<file path="config.mk">
export PLATFORM = sky130hd
export DESIGN_NAME = muldiv_unit
export DESIGN_NICKNAME = d
export VERILOG_FILES = /design/src/rtl/muldiv_unit.sv
export SDC_FILE = /design/constraint.sdc
export NUM_CORES = 1
export LEC_CHECK = 0
export ABC_CLOCK_PERIOD_IN_PS = 3250
export BUFFER_PORTS_ARGS = -buffer_cell sky130_fd_sc_hd__buf_2
export CORE_MARGIN = 1
export CORE_UTILIZATION = 45
export DETAILED_ROUTE_END_ITERATION = 10
export GPL_ROUTABILITY_DRIVEN = 0
export GPL_TIMING_DRIVEN = 1
export PLACE_DENSITY = 0.66
export SLEW_MARGIN = 20
export SYNTH_ARGS = -nofsm -noshare
export SYNTH_HDL_FRONTEND = slang
export SYNTH_SLANG_ARGS = --single-unit
</file>
<file path="constraint.sdc">
create_clock -name clk -period 3.25 [get_ports clk]
set_clock_uncertainty 0.05 [all_clocks]
set_input_delay 0.65 -clock clk [delete_from_list [all_inputs] [get_ports clk]]
set_output_delay 0.65 -clock clk [all_outputs]
set_load 0.03 [all_outputs]
</file>
<file path="src/rtl/muldiv_unit.sv">
// Iterative MIPS multiply/divide unit with architectural HI/LO registers.
// One shift-add (multiply) or restoring shift-subtract (divide) step per cycle.
module muldiv_unit #(
  parameter int WIDTH = 32
) (
  input  logic             clk,
  input  logic             rst_n,
  input  logic             start,
  input  logic [1:0]       op,
  input  logic [WIDTH-1:0] rs_data,
  input  logic [WIDTH-1:0] rt_data,
  input  logic             mthi,
  input  logic             mtlo,
  input  logic [WIDTH-1:0] wdata,
  output logic             busy,
  output logic             done,
  output logic [WIDTH-1:0] hi,
  output logic [WIDTH-1:0] lo
);

  localparam int CW = (WIDTH > 1) ? $clog2(WIDTH) : 1;

  typedef enum logic [1:0] {
    IDLE = 2'd0,
    CALC = 2'd1,
    FIX  = 2'd2
  } state_t;

  state_t           state;
  logic [CW-1:0]    cnt;
  logic [WIDTH-1:0] opnd;   // multiplicand (mul) or divisor (div)
  logic [WIDTH-1:0] q;      // multiplier / low product bits, or dividend / quotient
  logic [WIDTH:0]   acc;    // high product bits, or partial remainder
  logic             is_div;
  logic             neg_q;
  logic             neg_r;

  logic             sgn;
  logic [WIDTH-1:0] mag_a, mag_b;
  logic [WIDTH-1:0] addend;
  logic [WIDTH:0]   mul_sum;
  logic [WIDTH:0]   div_sh;
  logic [WIDTH:0]   div_diff;
  logic             div_ge;
  logic [2*WIDTH-1:0] prod, prod_fix;
  logic [WIDTH-1:0] quo_fix, rem_fix;

  always_comb begin
    sgn      = ~op[0];
    mag_a    = (sgn && rs_data[WIDTH-1]) ? -rs_data : rs_data;
    mag_b    = (sgn && rt_data[WIDTH-1]) ? -rt_data : rt_data;
    addend   = q[0] ? opnd : '0;
    mul_sum  = acc + {1'b0, addend};
    div_sh   = {acc[WIDTH-1:0], q[WIDTH-1]};
    div_diff = div_sh - {1'b0, opnd};
    div_ge   = (div_sh >= {1'b0, opnd});
    prod     = {acc[WIDTH-1:0], q};
    prod_fix = neg_q ? -prod : prod;
    quo_fix  = neg_q ? -q : q;
    rem_fix  = neg_r ? -acc[WIDTH-1:0] : acc[WIDTH-1:0];
  end

  assign busy = (state != IDLE);

  always_ff @(posedge clk) begin
    if (!rst_n) begin
      state  <= IDLE;
      cnt    <= '0;
      opnd   <= '0;
      q      <= '0;
      acc    <= '0;
      is_div <= 1'b0;
      neg_q  <= 1'b0;
      neg_r  <= 1'b0;
      hi     <= '0;
      lo     <= '0;
      done   <= 1'b0;
    end else begin
      done <= 1'b0;
      case (state)
        IDLE: begin
          if (start) begin
            state  <= CALC;
            cnt    <= '0;
            acc    <= '0;
            is_div <= op[1];
            if (!op[1]) begin
              opnd  <= mag_a;
              q     <= mag_b;
              neg_q <= sgn & (rs_data[WIDTH-1] ^ rt_data[WIDTH-1]);
              neg_r <= 1'b0;
            end else if (rt_data == '0) begin
              // Dividing the raw dividend by zero yields all-ones quotient and
              // leaves the dividend as remainder, so no sign fix-up is wanted.
              opnd  <= '0;
              q     <= rs_data;
              neg_q <= 1'b0;
              neg_r <= 1'b0;
            end else begin
              opnd  <= mag_b;
              q     <= mag_a;
              neg_q <= sgn & (rs_data[WIDTH-1] ^ rt_data[WIDTH-1]);
              neg_r <= sgn & rs_data[WIDTH-1];
            end
          end else begin
            if (mthi) hi <= wdata;
            if (mtlo) lo <= wdata;
          end
        end
        CALC: begin
          cnt <= cnt + 1'b1;
          if (cnt == CW'(WIDTH - 1)) state <= FIX;
          if (!is_div) begin
            acc <= {1'b0, mul_sum[WIDTH:1]};
            q   <= {mul_sum[0], q[WIDTH-1:1]};
          end else if (div_ge) begin
            acc <= div_diff;
            q   <= {q[WIDTH-2:0], 1'b1};
          end else begin
            acc <= div_sh;
            q   <= {q[WIDTH-2:0], 1'b0};
          end
        end
        FIX: begin
          if (is_div) begin
            lo <= quo_fix;
            hi <= rem_fix;
          end else begin
            {hi, lo} <= prod_fix;
          end
          done  <= 1'b1;
          state <= IDLE;
        end
        default: state <= IDLE;
      endcase
    end
  end

endmodule

</file>
==> results of run 1 <==
final cells by class:
cell class	count	area, µm²	area share, %
timing repair buffer	348	2270	12.3
clock buffer	19	433	2.35
sequential	172	3450	18.7
tap	448	561	3.04
clock inverter	13	125	0.679
multi-input combinational	1646	11400	61.6
inverter	63	239	1.30
synthesized netlist by cell type (all sizes together) (27+ instances only):
cell type,number
a21o,40
a21oi,169
and3,27
buf,35
clkbuf,106
dfxtp,172
ha,70
inv,63
mux2,42
mux2i,92
nand2,206
nor2,176
nor3,55
o211a,40
o21ai,124
o221ai,39
xnor2,92
xor2,98
cells in the final DEF (no fill, tap or decap), types with 13 or more instances in the layout:
cell | Yosys | routed
nand2_1 | 206 | 206
nor2_1 | 176 | 175
buf_4 | 1 | 175
dfxtp_1 | 172 | 168
buf_2 | 10 | 167
a21oi_1 | 167 | 159
o21ai_0 | 117 | 114
xor2_1 | 98 | 98
mux2i_1 | 92 | 92
xnor2_1 | 92 | 92
ha_1 | 70 | 66
inv_1 | 63 | 62
nor3_1 | 54 | 52
mux2_2 | 42 | 42
a21o_1 | 40 | 40
o211a_1 | 40 | 40
o221ai_1 | 39 | 39
and3_1 | 27 | 27
nand3_1 | 26 | 26
o31ai_1 | 26 | 25
a31oi_1 | 25 | 24
o211ai_1 | 24 | 24
nor2b_1 | 25 | 23
nand4_1 | 19 | 19
a21boi_0 | 19 | 18
clkbuf_16 | 0 | 18
a211oi_1 | 18 | 17
nand2b_1 | 15 | 14
nor4_1 | 16 | 14
and2_1 | 15 | 13
power breakdown:
group          switching, mW  total (mW)  internal [mW]
registers              0.102        2.34           2.23
logic                   1.42        2.32          0.904
clock network           1.02        2.03           1.01
per-layer routing:
metal	wire [µm]	GRT usage [%]	share of wire, %	up-vias
met3	5020	4.16	9.1	99
met5	0	0	0	-
met1	24200	42.7	44	7837
li1	-	-	-	7811
met2	24100	47.9	44	849
met4	2020	12.0	3.6	0
how the worst min path moves through the flow:
stage,cells after the start,end,slack [ns],from
final,1,cnt[3]$_SDFFE_PN0P_,0.40,cnt[3]$_SDFFE_PN0P_
after global routing,1,cnt[3]$_SDFFE_PN0P_,0.42,cnt[3]$_SDFFE_PN0P_
after CTS,1,cnt[3]$_SDFFE_PN0P_,0.40,cnt[3]$_SDFFE_PN0P_
after detailed placement,1,cnt[3]$_SDFFE_PN0P_,0.39,cnt[3]$_SDFFE_PN0P_
after global placement,1,cnt[3]$_SDFFE_PN0P_,0.38,cnt[3]$_SDFFE_PN0P_
after floorplan,1,cnt[3]$_SDFFE_PN0P_,0.36,cnt[3]$_SDFFE_PN0P_
state kept, by name (all words and copies together) (netlist names), 2 cells and up:
register,cells
state,2
opnd,32
hi,32
lo,32
q,32
cnt,5
acc,33
per-stage QoR:
| stage | cell area [µm²] | instances | utilization (%) | TNS [ns] | power (mW) |
|---|---|---|---|---|---|
| 2_1_floorplan | 15400 | 2022 | - | 0 | 3.82 |
| 3_3_place_gp | 17600 | 2668 | 52.4 | -1.59 | 4.57 |
| 3_5_place_dp | 17600 | 2668 | 52.4 | -2.78 | 4.60 |
| 4_1_cts | 18200 | 2701 | 54.2 | 0 | 6.60 |
| 5_1_grt | 18400 | 2709 | 55.0 | -0.0338 | 6.96 |
| 6_report | 18400 | 2709 | 55.0 | 0 | 6.69 |
repair_timing:
action                                  4_1_cts  5_1_grt
hold endpoints to repair                      0        0
setup buffers                                 1        8
gates resized for setup                       9       42
pin swaps                                     3       13
endpoints found under the setup margin       12       29
gates cloned                                  0        1
kinds of logic after synthesis:
| kind of cell | after synthesis |
|---|---|
| AO/OA/AOI/OAI | 617 |
| buffers and inverters | 204 |
| adder cells (fa/ha/maj) | 72 |
| XOR/XNOR | 190 |
| flip-flops | 172 |
| AND/OR/NAND/NOR | 633 |
| multiplexers | 134 |
==> impl_metrics.toml, run 1 <==
[global_routing]
grt_pass1_wl_um = 85200
track_usage_pct = 30.7
grt_max_degree = 64
gr-total-overflow = 0
antenna_found_initial = 0
grt_pass1_vias = 15000

[logic_synthesis]
synthXorXnorAreaFrac_pct = 10.8
synth_cell_types = 79
synthArstFlopShare_pct = 0
yosys-top-cells-area = "dfxtp_1 (22%), mux2i_1 (6.0%), ha_1 (5.7%)"
synth-seq-area-share_pct = 22.4
syn_nets = 2197
synth.area.mux_share_pct = 9.07
ys_ff_latch = 172
synth_top_area_cell = "dfxtp_1"
synth_top_area_share_pct = 22.4
synth.avg_cell_area_um2 = 7.60
synth-adder-area-share_pct = 5.96
synthSimpleGateAreaFrac_pct = 19.6
netlist_instances = 2022
synthFlopType = "dfxtp_1"
ys_warn_count = 0
synth_compound_area_share_pct = 26.9
syn_area_um2 = 15400
synth_edf_count = 0
synth_top_family_by_area = "compound AO/OA/AOI/OAI gates"

[power_and_ir_drop]
power.static_leakage_nw = 8.61
power_density_nw_per_um2 = 363
vdd_drop_max_mv = 0.264

[setup_path]
r2r-start = "q[0]$_SDFFE_PN0P_"
rrSetupSlack_ns = 0.09
endpoint = "acc[31]$_SDFFE_PN0P_"
cp-end-kind = "register"
crit_family = "compound AO/OA/AOI/OAI gates"
cp_cell_sequence = "inv_4, buf_12, nor2_2, ha_1, a21o_1, nor3_2, a211oi_4, nor4_4, o211ai_1, a311oi_2, o21ai_1, xnor2_1, o311ai_1"
path_buf_inv = 2
path_depth = 13
startpoint_type = "register"
crit_fanout = 9
slowest_stage = "dfxtp_4"
arrival_ns = 3.46
regToRegEndpoint = "acc[31]$_SDFFE_PN0P_"
rr_worst_depth = 13
cpPeakStageDelay_ns = 0.38
cp.required_ns = 3.55
startpoint = "q[0]$_SDFFE_PN0P_"
critical_path_class = "register to register"

[placement]
place_ws_ns = -0.372
io_buffers = 168
dpl.hpwl_um = 43100

[run]
maxCapViolations = 0

[finish]
num_antenna_cells = 0
drive_gt1_share_pct = 21.4
fillers = 3174
nNetsFinal = 2423
area_growth_pct = 20.0

[sta]
whs_ns = 0.396
period_needed_ns = 3.16
worstMarginPinSlew_ns = 0.996
timing_hold_violations_final = 0
maxSlewHeadroom_pct = 33.4
finalSetupViolCount = 0
fin_crit_sh_pct = 97.2
max_clock_freq_ghz = 0.317
slew_violations = 0
layout_setup_ws_ns = 0.0917

[clock_network]
tritoncts = "built"
cts_sinks = 172
cts-hold-fix-buffers = 0
insertion_delay_ns = 0.45
numCtsBuffers = 17
clockBufferDepth = 2
clk_pin_slew_ns = 0.08
cts_root_buffer = "clkbuf_16"
cts_htree_levels = 4

[floorplanning]
coreArea_um2 = 33500
die_height_um = 187
num_rows = 67
num_io_pins = 169
dieArea_um2 = 34900
start_util_pct = 45.8
die_x_um = 187

[drt]
drc_errors = 0
vias_per_cell = 6.13
ant_nets = 0
first_iter_violations = 1649
first_pass_iters = 5
vias = 16600
post_drt_wl_per_cell_um = 20.4
routed_wl_um = 55300

[min_path]
min_path_type = "register to register"

[status]
outcome = "finished clean"
No activity file was read; power rests on OpenSTA's default activity.
==> run 2: changes to the inputs <==
--- a/config.mk
+++ b/config.mk
@@ -7,6 +7,7 @@
 export LEC_CHECK = 0
 export ABC_CLOCK_PERIOD_IN_PS = 3250
 export BUFFER_PORTS_ARGS = -buffer_cell sky130_fd_sc_hd__buf_2
+export CORE_ASPECT_RATIO = 1.1
 export CORE_MARGIN = 1
 export CORE_UTILIZATION = 45
 export DETAILED_ROUTE_END_ITERATION = 10
==> run 2 against run 1 <==
Register-to-register slack barely moved. Via count grew 1.6%. Die area about the same. Sequential cell count is the same. Setup slack better by 0.00078 ns. Sequential share of layout area fell by 0.23 points. Utilization rose by 0.76 points. Maximum frequency is essentially flat. Largest cell class unchanged.
==> impl_metrics.toml, run 2 (synthesis gave the netlist of run 1 again) <==
[power_and_ir_drop]
power_frac_seq_pct = 33.7
switchingPower_mw = 2.72
p_sw_share_pct = 38.9
power_density_nw_per_um2 = 375
intPower_mw = 4.27
total_power_mw = 6.98
p_clk_share_pct = 32.1
combPwrFrac_pct = 34.1
power.static_leakage_nw = 8.77
vdd_drop_max_mv = 0.427

[drt]
ant_nets = 0
vias = 16900
post_drt_wl_per_cell_um = 21.1
vias_per_cell = 6.19
first_pass_iters = 5
first_iter_violations = 1715
routed_wl_um = 57500
drc_errors = 0

[setup_path]
regToRegEndpoint = "acc[27]$_SDFFE_PN0P_"
path_buf_inv = 4
crit_family = "compound AO/OA/AOI/OAI gates"
cpPeakStageDelay_ns = 0.43
path_depth = 15
cp.required_ns = 3.60
r2r-start = "q[0]$_SDFFE_PN0P_"
crit_fanout = 6
crit_top_cell = "buf_4"
slowest_stage = "nor4_2"
cp_cell_sequence = "inv_2, buf_4, nor2_1, ha_1, a21o_1, nor3_1, a211oi_2, nor4_2, o211ai_1, buf_4, buf_4, a31o_2, mux2_2, nand3_1, o311a_1"
rr_worst_depth = 15
arrival_ns = 3.51
startpoint_type = "register"
cp-end-kind = "register"
rrSetupSlack_ns = 0.09
critical_path_class = "register to register"

[run]
maxCapViolations = 0

[sta]
fin_crit_sh_pct = 97.2
maxSlewHeadroom_pct = 37.0
max_clock_freq_ghz = 0.317
timing_hold_violations_final = 0
whs_ns = 0.419
finalSetupViolCount = 0
rsz0062_at_grt = "true"
worstMarginPinSlew_ns = 0.945
slew_violations = 0
period_needed_ns = 3.16

[finish]
register_area_um2 = 3450
final_cell_area_um2 = 18600
final_cell_mix = "nand2_1 (206), buf_4 (202), nor2_1 (174), dfxtp_1 (169), buf_2 (167)"
fillers = 3207
final_common_cell = "nand2_1"
area_growth_pct = 21.3
multi_input_area_um2 = 11300
regMostFlops = "acc"
post-route-util_pct = 55.7
drive_gt1_share_pct = 22.4
nNetsFinal = 2451
largest_reg_flops = 33
num_antenna_cells = 0

[clock_network]
clk_pin_slew_ns = 0.10
numCtsBuffers = 17
clockBufferDepth = 2
cts_root_buffer = "clkbuf_16"
cts_sinks = 172
cts_htree_levels = 4
cts-hold-fix-buffers = 0
insertion_delay_ns = 0.46
tritoncts = "built"

[floorplanning]
num_rows = 70
die_height_um = 196
coreArea_um2 = 33500
die_x_um = 178
num_io_pins = 169
dieArea_um2 = 34900
start_util_pct = 45.9

[global_routing]
grt_pass1_vias = 16000
track_usage_pct = 32.2
antenna_found_initial = 0
grt_pass1_wl_um = 87500
gr-total-overflow = 0
grt_max_degree = 77

[placement]
io_buffers = 168
dpl.hpwl_um = 45400
post_dp_cell_area_um2 = 17800

[min_path]
min_to = "cnt[3]$_SDFFE_PN0P_"
hold-path-cell-count = 1
hold_start = "cnt[3]$_SDFFE_PN0P_"
min_path_type = "register to register"

[status]
outcome = "finished clean"
## run 2: metal layers
metal	vias up	wire [µm]	track usage (%)	share of wire [%]
met3	193	3820	4.65	6.6
met5	-	0	0	0
met1	8019	23200	39.6	40
met4	0	3690	18.8	6.4
li1	7840	-	-	-
met2	804	26800	53.2	47
## run 2: cell type report
cell class	count	share of cell area [%]
clock inverters	15	1.18
well taps	432	2.90
repair buffers	376	13.3
clock buffers	17	2.28
multi-input cells	1646	60.6
inverters	63	1.27
flip-flops and latches	172	18.5
## run 2: how the worst max path moves through the flow
stage                       from                    end  slack, ns
4_1_cts        q[0]$_SDFFE_PN0P_   acc[31]$_SDFFE_PN0P_       0.01
3_5_place_dp         rt_data[26]     q[14]$_SDFFE_PN0P_      -0.19
3_3_place_gp         rs_data[14]  opnd[29]$_SDFFE_PN0P_      -0.17
2_1_floorplan  q[0]$_SDFFE_PN0P_   acc[31]$_SDFFE_PN0P_       0.11
5_1_grt        q[0]$_SDFFE_PN0P_   acc[31]$_SDFFE_PN0P_      -0.09
6_report       q[0]$_SDFFE_PN0P_   acc[27]$_SDFFE_PN0P_       0.09
## run 2: what timing repair did
action / 4_1_cts / 5_1_grt
pin swaps: 1 / 8
endpoints found under the setup margin: 7 / 29
resized for setup: 7 / 31
setup buffers: 0 / 5
## run 2: through the flow
stage	cells	TNS (ns)	setup WS, ns
global placement	2684	-0.552	-0.171
finish	2721	0	0.0925
detailed placement	2684	-1.33	-0.185
floorplan	2022	0	0.109
CTS	2716	0	0.00979
global route	2721	-0.154	-0.0859
## run 2: power groups by stage
| stage | logic (mW) | registers (mW) | clock network (mW) |
|---|---|---|---|
| finish | 2.38 | 2.36 | 2.24 |
| global route | 2.54 | 2.37 | 2.33 |
| CTS | 2.30 | 2.35 | 2.24 |
| detailed placement | 2.29 | 2.40 | 0 |
| global placement | 2.26 | 2.39 | 0 |
| floorplan | 1.37 | 2.44 | 0 |
==> run 3: changes to the inputs <==
--- a/config.mk
+++ b/config.mk
@@ -6,7 +6,7 @@
 export NUM_CORES = 1
 export LEC_CHECK = 0
 export ABC_CLOCK_PERIOD_IN_PS = 3250
-export BUFFER_PORTS_ARGS = -buffer_cell sky130_fd_sc_hd__buf_2
+export BUFFER_PORTS_ARGS = -buffer_cell sky130_fd_sc_hd__clkbuf_2
 export CORE_ASPECT_RATIO = 1.1
 export CORE_MARGIN = 1
 export CORE_UTILIZATION = 45
==> run 3 against run 2 <==
Maximum frequency shrank 0.14%. Final area down 0.39%. Critical path depth rose by 1. Total power decreased by 0.50%. Sequential share of layout area is 0.065 points higher. Sequential power about the same. Die area unchanged. Critical path type unchanged. Critical endpoint unchanged.
==> impl_metrics.toml, run 3 (synthesis gave the netlist of run 1 again) <==
[global_routing]
grt_max_degree = 81
antenna_found_initial = 1
grt_pass1_wl_um = 86600
gr-total-overflow = 0
track_usage_pct = 31.9
grt_pass1_vias = 15700

[sta]
timing_hold_violations_final = 0
whs_ns = 0.415
rsz0062_at_grt = "true"
finalSetupViolCount = 0
max_clock_freq_ghz = 0.316
slew_violations = 0
maxSlewHeadroom_pct = 30.4
worstMarginPinSlew_ns = 1.02
fin_crit_sh_pct = 97.3
period_needed_ns = 3.16

[setup_path]
cpPeakStageDelay_ns = 0.37
regToRegEndpoint = "acc[27]$_SDFFE_PN0P_"
startpoint_type = "register"
arrival_ns = 3.45
startpoint = "q[0]$_SDFFE_PN0P_"
endpoint = "acc[27]$_SDFFE_PN0P_"
slowest_stage = "ha_1"
r2r-start = "q[0]$_SDFFE_PN0P_"
cp-end-kind = "register"
cp.required_ns = 3.54
crit_fanout = 16
crit_top_cell = "buf_4"
rr_worst_depth = 16
cp_cell_sequence = "inv_2, buf_4, buf_4, buf_6, nor2_1, ha_1, nand4_1, or2_2, nor3_2, nand3_1, o211ai_1, buf_4, a31o_2, mux2_2, nand3_1, o311a_1"
rrSetupSlack_ns = 0.09
critical_path_class = "register to register"

[power_and_ir_drop]
power_frac_seq_pct = 34.0
vdd_drop_max_mv = 0.334
combPwrFrac_pct = 34.1
p_clk_share_pct = 31.9
intPower_mw = 4.30
switchingPower_mw = 2.65
power.static_leakage_nw = 8.69
power_density_nw_per_um2 = 374
p_sw_share_pct = 38.2

[floorplanning]
die_height_um = 196
coreArea_um2 = 33500
num_rows = 70
dieArea_um2 = 34900
num_io_pins = 169
die_x_um = 178
start_util_pct = 45.9

[drt]
first_iter_violations = 1801
ant_nets = 0
drc_errors = 0
vias = 16800
vias_per_cell = 6.20
first_pass_iters = 7
post_drt_wl_per_cell_um = 21.0
routed_wl_um = 56900

[finish]
num_antenna_cells = 0
regMostFlops = "acc"
area_growth_pct = 20.9
drive_gt1_share_pct = 21.8
final_common_cell = "nand2_1"
final_cell_mix = "nand2_1 (206), buf_4 (193), nor2_1 (174), dfxtp_1 (170), clkbuf_2 (167)"
post-route-util_pct = 55.5
largest_reg_flops = 33
nNetsFinal = 2442

[clock_network]
clockBufferDepth = 2
cts_sinks = 172
cts_root_buffer = "clkbuf_16"
insertion_delay_ns = 0.45
cts-hold-fix-buffers = 0
cts_htree_levels = 4
numCtsBuffers = 17
clk_pin_slew_ns = 0.08
tritoncts = "built"

[placement]
dpl.hpwl_um = 44900
io_buffers = 168

[min_path]
min_path_type = "register to register"
hold_start = "opnd[12]$_SDFFE_PN0P_"

[status]
outcome = "finished clean"

[run]
maxCapViolations = 0
==> run 3: how the worst min path moves through the flow <==
stage                            endpoint  slack, ns  depth (start not counted)
CTS                    lo[4]$_SDFFE_PN0P_       0.42                          2
global placement      cnt[3]$_SDFFE_PN0P_       0.38                          1
detailed placement    cnt[3]$_SDFFE_PN0P_       0.40                          1
global route           lo[4]$_SDFFE_PN0P_       0.43                          2
finish              opnd[12]$_SDFFE_PN0P_       0.41                          2
floorplan             cnt[3]$_SDFFE_PN0P_       0.36                          1
==> run 3: per-stage QoR <==
| step | cell area [µm²] | TNS [ns] | setup slack [ns] | power [mW] | cells |
|---|---|---|---|---|---|
| 6_report | 18600 | 0 | 0.0880 | 6.95 | 2712 |
| 3_5_place_dp | 17800 | -1.75 | -0.280 | 4.68 | 2679 |
| 2_1_floorplan | 15400 | 0 | 0.109 | 3.82 | 2022 |
| 4_1_cts | 18400 | -0.0322 | -0.0322 | 6.88 | 2711 |
| 3_3_place_gp | 17800 | -0.801 | -0.258 | 4.66 | 2679 |
| 5_1_grt | 18600 | -0.0675 | -0.0264 | 7.23 | 2712 |
==> run 3: repair_timing <==
item,4_1_cts,5_1_grt
endpoints found under the setup margin,6,33
gates resized for setup,4,29
pin swaps,0,6
buffers inserted,0,1
==> run 3: critical path: cells and delay by family, from the launching register on <==
family / cells / cell delay [ns]
DFF: 1 / 0.33
buffers and inverters: 5 / 0.76
muxes: 1 / 0.13
AOI/OAI and AO/OA: 3 / 0.62
and+or+nand+nor: 6 / 0.81
adders and majority gates: 1 / 0.37
==> run 3: power by group through the flow <==
stage               clock [mW]  combinational, mW  sequential (mW)
floorplan                    0               1.37             2.44
global placement             0               2.25             2.40
detailed placement           0               2.28             2.41
CTS                       2.23               2.29             2.36
global route              2.32               2.52             2.38
finish                    2.22               2.37             2.36
==> run 3: final cells by class <==
| cell class | instances | area, µm² |
|---|---|---|
| flip-flops and latches | 172 | 3450 |
| inverters | 63 | 236 |
| fillers | 3111 | 14900 |
| clock buffers | 17 | 425 |
| well taps | 432 | 541 |
| repair buffers | 367 | 2420 |
| multi-input cells | 1646 | 11300 |
| clock inverters | 15 | 213 |
==> run 3: metal layers <==
| metal | routed length (µm) | GRT usage (%) | vias to the layer above |
|---|---|---|---|
| met3 | 4320 | 4.94 | 202 |
| met2 | 25800 | 51.7 | 875 |
| met4 | 3620 | 18.5 | 0 |
| met1 | 23200 | 39.8 | 7907 |
| li1 | - | - | 7835 |
| met5 | 0 | 0 | - |
